**config.mk**
```make
export PLATFORM = sky130hd
export DESIGN_NAME = clk_mon_flat
export DESIGN_NICKNAME = d
export VERILOG_FILES = /design/src/rtl/clk_mon_if.sv /design/src/rtl/clk_mon.sv /design/src/flat_wrapper.sv
export SDC_FILE = /design/constraint.sdc
export NUM_CORES = 1
export LEC_CHECK = 0
export CELL_PAD_IN_SITES_DETAIL_PLACEMENT = 1
export CELL_PAD_IN_SITES_GLOBAL_PLACEMENT = 1
export CORE_MARGIN = 5
export CORE_UTILIZATION = 44
export CTS_CLUSTER_DIAMETER = 150
export DETAILED_ROUTE_END_ITERATION = 7
export GPL_ROUTABILITY_DRIVEN = 0
export PLACE_DENSITY = 0.84
export REMOVE_ABC_BUFFERS = 1
export SYNTH_ARGS = -nofsm -noshare
export SYNTH_HDL_FRONTEND = slang
export SYNTH_SLANG_ARGS = --single-unit
```
**constraint.sdc**
```tcl
create_clock -name clk -period 3.5 [get_ports clk]
set_input_delay 0.525 -clock clk [delete_from_list [all_inputs] [get_ports clk]]
set_output_delay 0.525 -clock clk [all_outputs]
set_load 0.1 [all_outputs]
```
**src/rtl/clk_mon_if.sv**
```systemverilog
// Monitor bus: the monitored clock going in and the lock/measurement results
// coming out. master = stimulus/observer side, slave = clk_mon.
interface clk_mon_if #(
   parameter int CW = 16
);
   logic          clk_in;
   logic          locked;
   logic [CW-1:0] period;
   logic          period_vld;
   logic          err;
   logic [1:0]    state;

   modport master (
      output clk_in,
      input  locked, period, period_vld, err, state
   );

   modport slave (
      input  clk_in,
      output locked, period, period_vld, err, state
   );
endinterface

```
**src/rtl/clk_mon.sv**
```systemverilog
// Clock monitor: measures the period of an asynchronous clk_in in clk cycles,
// qualifies lock with hysteresis and flags bad periods or a missing clock.
//
// state | meaning
// ------+-------------------------------------------------------------
// UNLK  | no reference edge yet; the next rise only arms the measurement
// ACQ   | measuring; counting consecutive good periods toward lock
// LOCK  | locked; counting consecutive bad periods toward unlock
module clk_mon #(
   parameter int EXP_CYC    = 27,
   parameter int TOL        = 1,
   parameter int LOCK_CNT   = 8,
   parameter int UNLOCK_CNT = 2,
   parameter int TIMEOUT    = 64,
   parameter int CW         = 16
) (
   input logic        clk,
   input logic        rst,
   clk_mon_if.slave   mon
);

   typedef enum logic [1:0] {
      UNLK = 2'd0,
      ACQ  = 2'd1,
      LOCK = 2'd2
   } state_t;

   localparam int GW   = $clog2(LOCK_CNT + 1);
   localparam int BW   = $clog2(UNLOCK_CNT + 1);
   // Lower bound clamps at zero so a wide tolerance cannot wrap.
   localparam int LO_I = (TOL >= EXP_CYC) ? 0 : (EXP_CYC - TOL);

   localparam logic [CW-1:0] LO_V   = CW'(LO_I);
   localparam logic [CW-1:0] HI_V   = CW'(EXP_CYC + TOL);
   localparam logic [CW-1:0] TO_V   = CW'(TIMEOUT);
   localparam logic [GW-1:0] LOCK_V = GW'(LOCK_CNT);
   localparam logic [BW-1:0] ULCK_V = BW'(UNLOCK_CNT);

   logic          sync1, sync2, prev;
   logic [CW-1:0] cnt, cnt_d;
   state_t        state_q, state_d;
   logic [GW-1:0] good_q, good_d;
   logic [BW-1:0] bad_q, bad_d;
   logic [CW-1:0] period_q, period_d;
   logic          vld_q, vld_d;
   logic          err_q, err_d;
   logic          locked_q;
   logic          rise, good, timeout;

   assign rise    = sync2 & ~prev;
   assign good    = (cnt >= LO_V) && (cnt <= HI_V);
   // A rise landing on the saturation cycle wins over the timeout.
   assign timeout = (cnt == TO_V) && !rise;

   // Free-running period counter: restarts at 1 on each rise, sticks at TIMEOUT.
   always_comb begin
      cnt_d = cnt;
      if (rise)
         cnt_d = CW'(1);
      else if (cnt != TO_V)
         cnt_d = cnt + CW'(1);
   end

   // Next-state, hysteresis counters and result pulses.
   always_comb begin
      state_d  = state_q;
      good_d   = good_q;
      bad_d    = bad_q;
      period_d = period_q;
      vld_d    = 1'b0;
      err_d    = 1'b0;
      case (state_q)
         UNLK: begin
            if (rise)
               state_d = ACQ;
         end
         ACQ: begin
            if (rise) begin
               period_d = cnt;
               vld_d    = 1'b1;
               if (good) begin
                  if (good_q + GW'(1) == LOCK_V) begin
                     state_d = LOCK;
                     good_d  = '0;
                  end else begin
                     good_d  = good_q + GW'(1);
                  end
               end else begin
                  good_d = '0;
                  err_d  = 1'b1;
               end
            end else if (timeout) begin
               state_d = UNLK;
               good_d  = '0;
               bad_d   = '0;
               err_d   = 1'b1;
            end
         end
         LOCK: begin
            if (rise) begin
               period_d = cnt;
               vld_d    = 1'b1;
               if (good) begin
                  bad_d = '0;
               end else begin
                  err_d = 1'b1;
                  if (bad_q + BW'(1) == ULCK_V) begin
                     state_d = ACQ;
                     bad_d   = '0;
                  end else begin
                     bad_d   = bad_q + BW'(1);
                  end
               end
            end else if (timeout) begin
               state_d = UNLK;
               good_d  = '0;
               bad_d   = '0;
               err_d   = 1'b1;
            end
         end
         default: begin
            state_d = UNLK;
            good_d  = '0;
            bad_d   = '0;
         end
      endcase
   end

   // Synchronizer, edge register and all state; reset overrides everything.
   always_ff @(posedge clk) begin
      if (rst) begin
         sync1    <= 1'b0;
         sync2    <= 1'b0;
         prev     <= 1'b0;
         cnt      <= '0;
         state_q  <= UNLK;
         good_q   <= '0;
         bad_q    <= '0;
         period_q <= '0;
         vld_q    <= 1'b0;
         err_q    <= 1'b0;
         locked_q <= 1'b0;
      end else begin
         sync1    <= mon.clk_in;
         sync2    <= sync1;
         prev     <= sync2;
         cnt      <= cnt_d;
         state_q  <= state_d;
         good_q   <= good_d;
         bad_q    <= bad_d;
         period_q <= period_d;
         vld_q    <= vld_d;
         err_q    <= err_d;
         locked_q <= (state_d == LOCK);
      end
   end

   assign mon.locked     = locked_q;
   assign mon.period     = period_q;
   assign mon.period_vld = vld_q;
   assign mon.err        = err_q;
   assign mon.state      = state_q;

endmodule

```
**src/flat_wrapper.sv**
```systemverilog
// flat-port wrapper written by rule: the top's interface ports become plain ports
module clk_mon_flat 
#(
   parameter int EXP_CYC    = 27,
   parameter int TOL        = 1,
   parameter int LOCK_CNT   = 8,
   parameter int UNLOCK_CNT = 2,
   parameter int TIMEOUT    = 64,
   parameter int CW         = 16
)
  (clk, rst, mon_clk_in, mon_locked, mon_period, mon_period_vld, mon_err, mon_state);
  clk_mon_if #(.CW(CW)) mon_i ();
  input logic clk;
  input logic rst;
  input wire logic [$bits(mon_i.clk_in)-1:0] mon_clk_in;
  output wire logic [$bits(mon_i.locked)-1:0] mon_locked;
  output wire logic [$bits(mon_i.period)-1:0] mon_period;
  output wire logic [$bits(mon_i.period_vld)-1:0] mon_period_vld;
  output wire logic [$bits(mon_i.err)-1:0] mon_err;
  output wire logic [$bits(mon_i.state)-1:0] mon_state;
  assign mon_i.clk_in = mon_clk_in;
  assign mon_locked = mon_i.locked;
  assign mon_period = mon_i.period;
  assign mon_period_vld = mon_i.period_vld;
  assign mon_err = mon_i.err;
  assign mon_state = mon_i.state;
  clk_mon #(.EXP_CYC(EXP_CYC), .TOL(TOL), .LOCK_CNT(LOCK_CNT), .UNLOCK_CNT(UNLOCK_CNT), .TIMEOUT(TIMEOUT), .CW(CW)) u_core (.clk(clk), .rst(rst), .mon(mon_i));
endmodule
```
==> impl_results.rst <==
.. list-table::
   :header-rows: 1

   * - Metric
     - Value
   * - Outcome
     - finished clean
   * - Nature of the critical path endpoint
     - primary output
   * - DRT Wirelength
     - between 5 and 6 mm
   * - Count of standard-cell rows
     - 25
   * - Most used DFF post-synth
     - dfxtp_1
   * - Area of the core
     - ~0.0047 sq mm
   * - Number of port buffers
     - 23
   * - Synth cell types
     - 39
   * - Number of primary I/O pins
     - 24
   * - Insertion delay to the later sink of the worst-skew pair
     - ~300 ps
   * - Total DRC errors in the routed layout
     - 0
   * - Leakage power summed over all cells
     - 0.8373 nW
   * - Initial cell density of the core
     - 44.43%
   * - Share of synthesized cell area in full adder, half adder and majority cells
     - 4.834%
   * - Maximum vdd drop
     - 0.1770 mV
   * - Largest fanout on the critical path
     - 7
   * - Final number of max-transition violations
     - 0
   * - Final cycle utilization of the critical path
     - 71.05%
   * - Number of levels in the clock H-tree
     - 2
   * - Final hold viol count
     - 0
   * - Clock sink count
     - 46
   * - Data required time of the worst path
     - 2970 ps
   * - Wire length of the first global-routing pass
     - 8.976 mm
   * - CTS tree
     - yes
   * - Number of warnings reported in the yosys synthesis log
     - 0
   * - Power consumption
     - just over 0.0009 W
   * - Via-to-Cell Ratio
     - approximately 5.5
   * - Number of buffers and inverters on the critical path
     - 1
   * - Most frequent cells in the layout
     - 47 x nand2_1, 46 x dfxtp_1, 26 x a21oi_1
   * - Cts repair resizes
     - 0
   * - Delay of the slowest cell on the worst path
     - 1190 ps
   * - Die Ht
     - 78.60 um
   * - Antenna fix cells
     - 0
   * - Layout Area Growth over Synthesis
     - 16.50%
   * - DR pass1 iterations
     - 4
   * - Number of antenna violations at the first check in global routing
     - 0
   * - Overall die area
     - 0.006178 sq mm
   * - Final worst setup slack
     - 1013 ps
   * - Fraction of the yosys area taken by sequential cells
     - between 40% and 50%
   * - Sum of overflow across all layers after global routing
     - 0
   * - Minimum period implied by the final worst setup slack
     - around 2500 ps
   * - Layout cells sized above 1
     - 4.015%
   * - Number of enable flip-flop cells after synthesis
     - 0
   * - Number of violations reported at the end of detailed-routing iteration 0
     - 47
   * - Setup_tns
     - 0 ps
   * - Max Cap Violations
     - 0
   * - Worst hold-check slack
     - about 460 ps
   * - Post-DP HPWL
     - 3.536 mm
   * - Worst path slowest cell
     - clkdlybuf4s50_1
   * - Gate Count Post-Synth
     - between 200 and 300
   * - Cell taking the most area after synthesis
     - dfxtp_1
   * - Final net count
     - 284
   * - Worst setup SP type
     - flop
   * - Largest cells by area after synthesis
     - dfxtp_1 44%, nand2_1 8.5%, a21oi_1 6.3%
   * - WL/cell
     - 15.25 um
   * - Worst path cell trace
     - clkdlybuf4s50_1
   * - Xor-xnor portion of the synthesized cell area
     - 4.653%
   * - GRT Total Usage
     - 18.13%
   * - Simple logic cell fraction of the synthesized area
     - 26.53%
   * - Post-CTS Hold Buffers
     - 0
   * - Data arrival, critical path
     - roughly 2000 ps
   * - Critical Setup Path Class
     - flop to primary output
   * - Cell area after synthesis
     - 0.002071 sq mm
   * - Clock tree skew after final layout
     - 9.513 ps
   * - DIE WIDTH
     - 78.60 um
   * - Commonest non-fill, non-tap cell in the layout
     - nand2_1
   * - Mapped Avg Cell Area
     - between 8 and 9 sq um
   * - Maximum clock rate
     - 402.1 MHz
   * - Setup repair after global routing missed its margin
     - false
   * - Multiplexer fraction of the synthesized cell area
     - less than 1%
   * - Final standard cell area without fillers
     - 0.002412 sq mm
   * - Via count
     - 1,809
   * - Count of state elements after synthesis
     - 46
   * - Buffer depth of the longest clock path
     - 2
   * - Dpl ws
     - 1150 ps
   * - Crit-path leading delay family
     - buffers and inverters
   * - Count of final setup violators
     - 0
   * - Clock-pin slew of the registers on the worst-case setup and hold paths
     - 90 ps
   * - Tightest Pin Transition
     - 993.3 ps
   * - Largest net degree at the start of global routing
     - 29
   * - Detail Route Antenna Nets
     - 0
   * - Total power density per cell area
     - 381.2 mW/mm^2
   * - Number of buffers inserted during clock tree synthesis
     - 5
   * - Post-placement cell area
     - 0.002326 sq mm
   * - Compound-cell area share of the yosys netlist
     - 14.86%
   * - Combinational family with the most area after synthesis
     - simple AND/OR/NAND/NOR gates
   * - Top cell type's share of synthesized area
     - 44.47%
   * - Post-CTS setup buffer count
     - 0
   * - Min-Delay Path Class
     - flop to flop
   * - Number of global-route vias before repair
     - 1,882
   * - Asr flop ratio synth
     - 0%
   * - Relative max-transition margin
     - 33.57%
   * - CTS root buffer
     - clkbuf_8
## power by group
group	internal (W)	switching, W
logic	0.0000191	0.0000361
clock network	0.000141	0.000188
registers	0.000528	0.00000719
## Yosys cell counts (all sizes together), types with 2 or more instances
master / n
a211oi: 3
dfxtp: 46
ha: 8
o21ai: 8
nand2b: 6
inv: 7
or4: 2
nor4: 2
nand4: 3
and3: 3
a21oi: 26
mux2i: 2
nor2b: 5
and2: 3
xnor2: 3
nand2: 47
clkbuf: 12
a311oi: 2
nor2: 25
nand3: 11
xor2: 8
a31oi: 2
nor3: 5
or3: 3
## final timing paths
path                                           from                end  slack, ps  depth (start not counted)
worst min-delay path                   u_core.sync1       u_core.sync2        460                          1
worst max register to register        u_core.cnt[1]  u_core.mon.locked       1280                          8
worst max-delay path            u_core.mon.state[0]       mon_state[0]       1010                          1
worst min register to register         u_core.sync1       u_core.sync2        460                          1
## kinds of logic (layout without fill, tap and decap cells)
group	count (synthesis)	in the layout
AOI/OAI and AO/OA	50	50
xor gates and xnor gates	11	11
adders and majority gates	8	8
buffers and inverters	20	39
DFF	46	46
muxes	2	2
and+or+nand+nor	118	118
## registers in the layout (all words and copies together) (netlist names)
name	flops
u_core.cnt	16
u_core.mon.period	16
u_core.good_q	4
u_core.bad_q	2
u_core.mon.state	2
u_core.mon.err	1
u_core.mon.locked	1
u_core.mon.period_vld	1
u_core.prev	1
u_core.sync1	1
u_core.sync2	1
## layer usage
metal  vias to the layer above  track usage, %  share of wire (%)
li1                        905               -                  -
met1                       876           23.39                 47
met2                        23           30.39                 49
met3                         5           3.096                2.5
met4                         0           6.294                1.1
met5                         -               0                  0
## metrics by stage
step           util [%]  instances
6_report          51.76        328
5_1_grt           51.76        328
4_1_cts           51.76        328
3_5_place_dp      49.91        320
3_3_place_gp      49.91        320
2_1_floorplan         -        242
## cell type report
class / count / area, sq um
fill: 571 / 2248
multi-input combinational: 189 / 1074
sequential: 46 / 920.9
timing repair buffer: 24 / 237.7
clock buffer: 6 / 72.57
tap: 54 / 67.56
inverter: 7 / 26.28
clock inverter: 2 / 13.76
No activity file was read; power rests on OpenSTA's default activity.
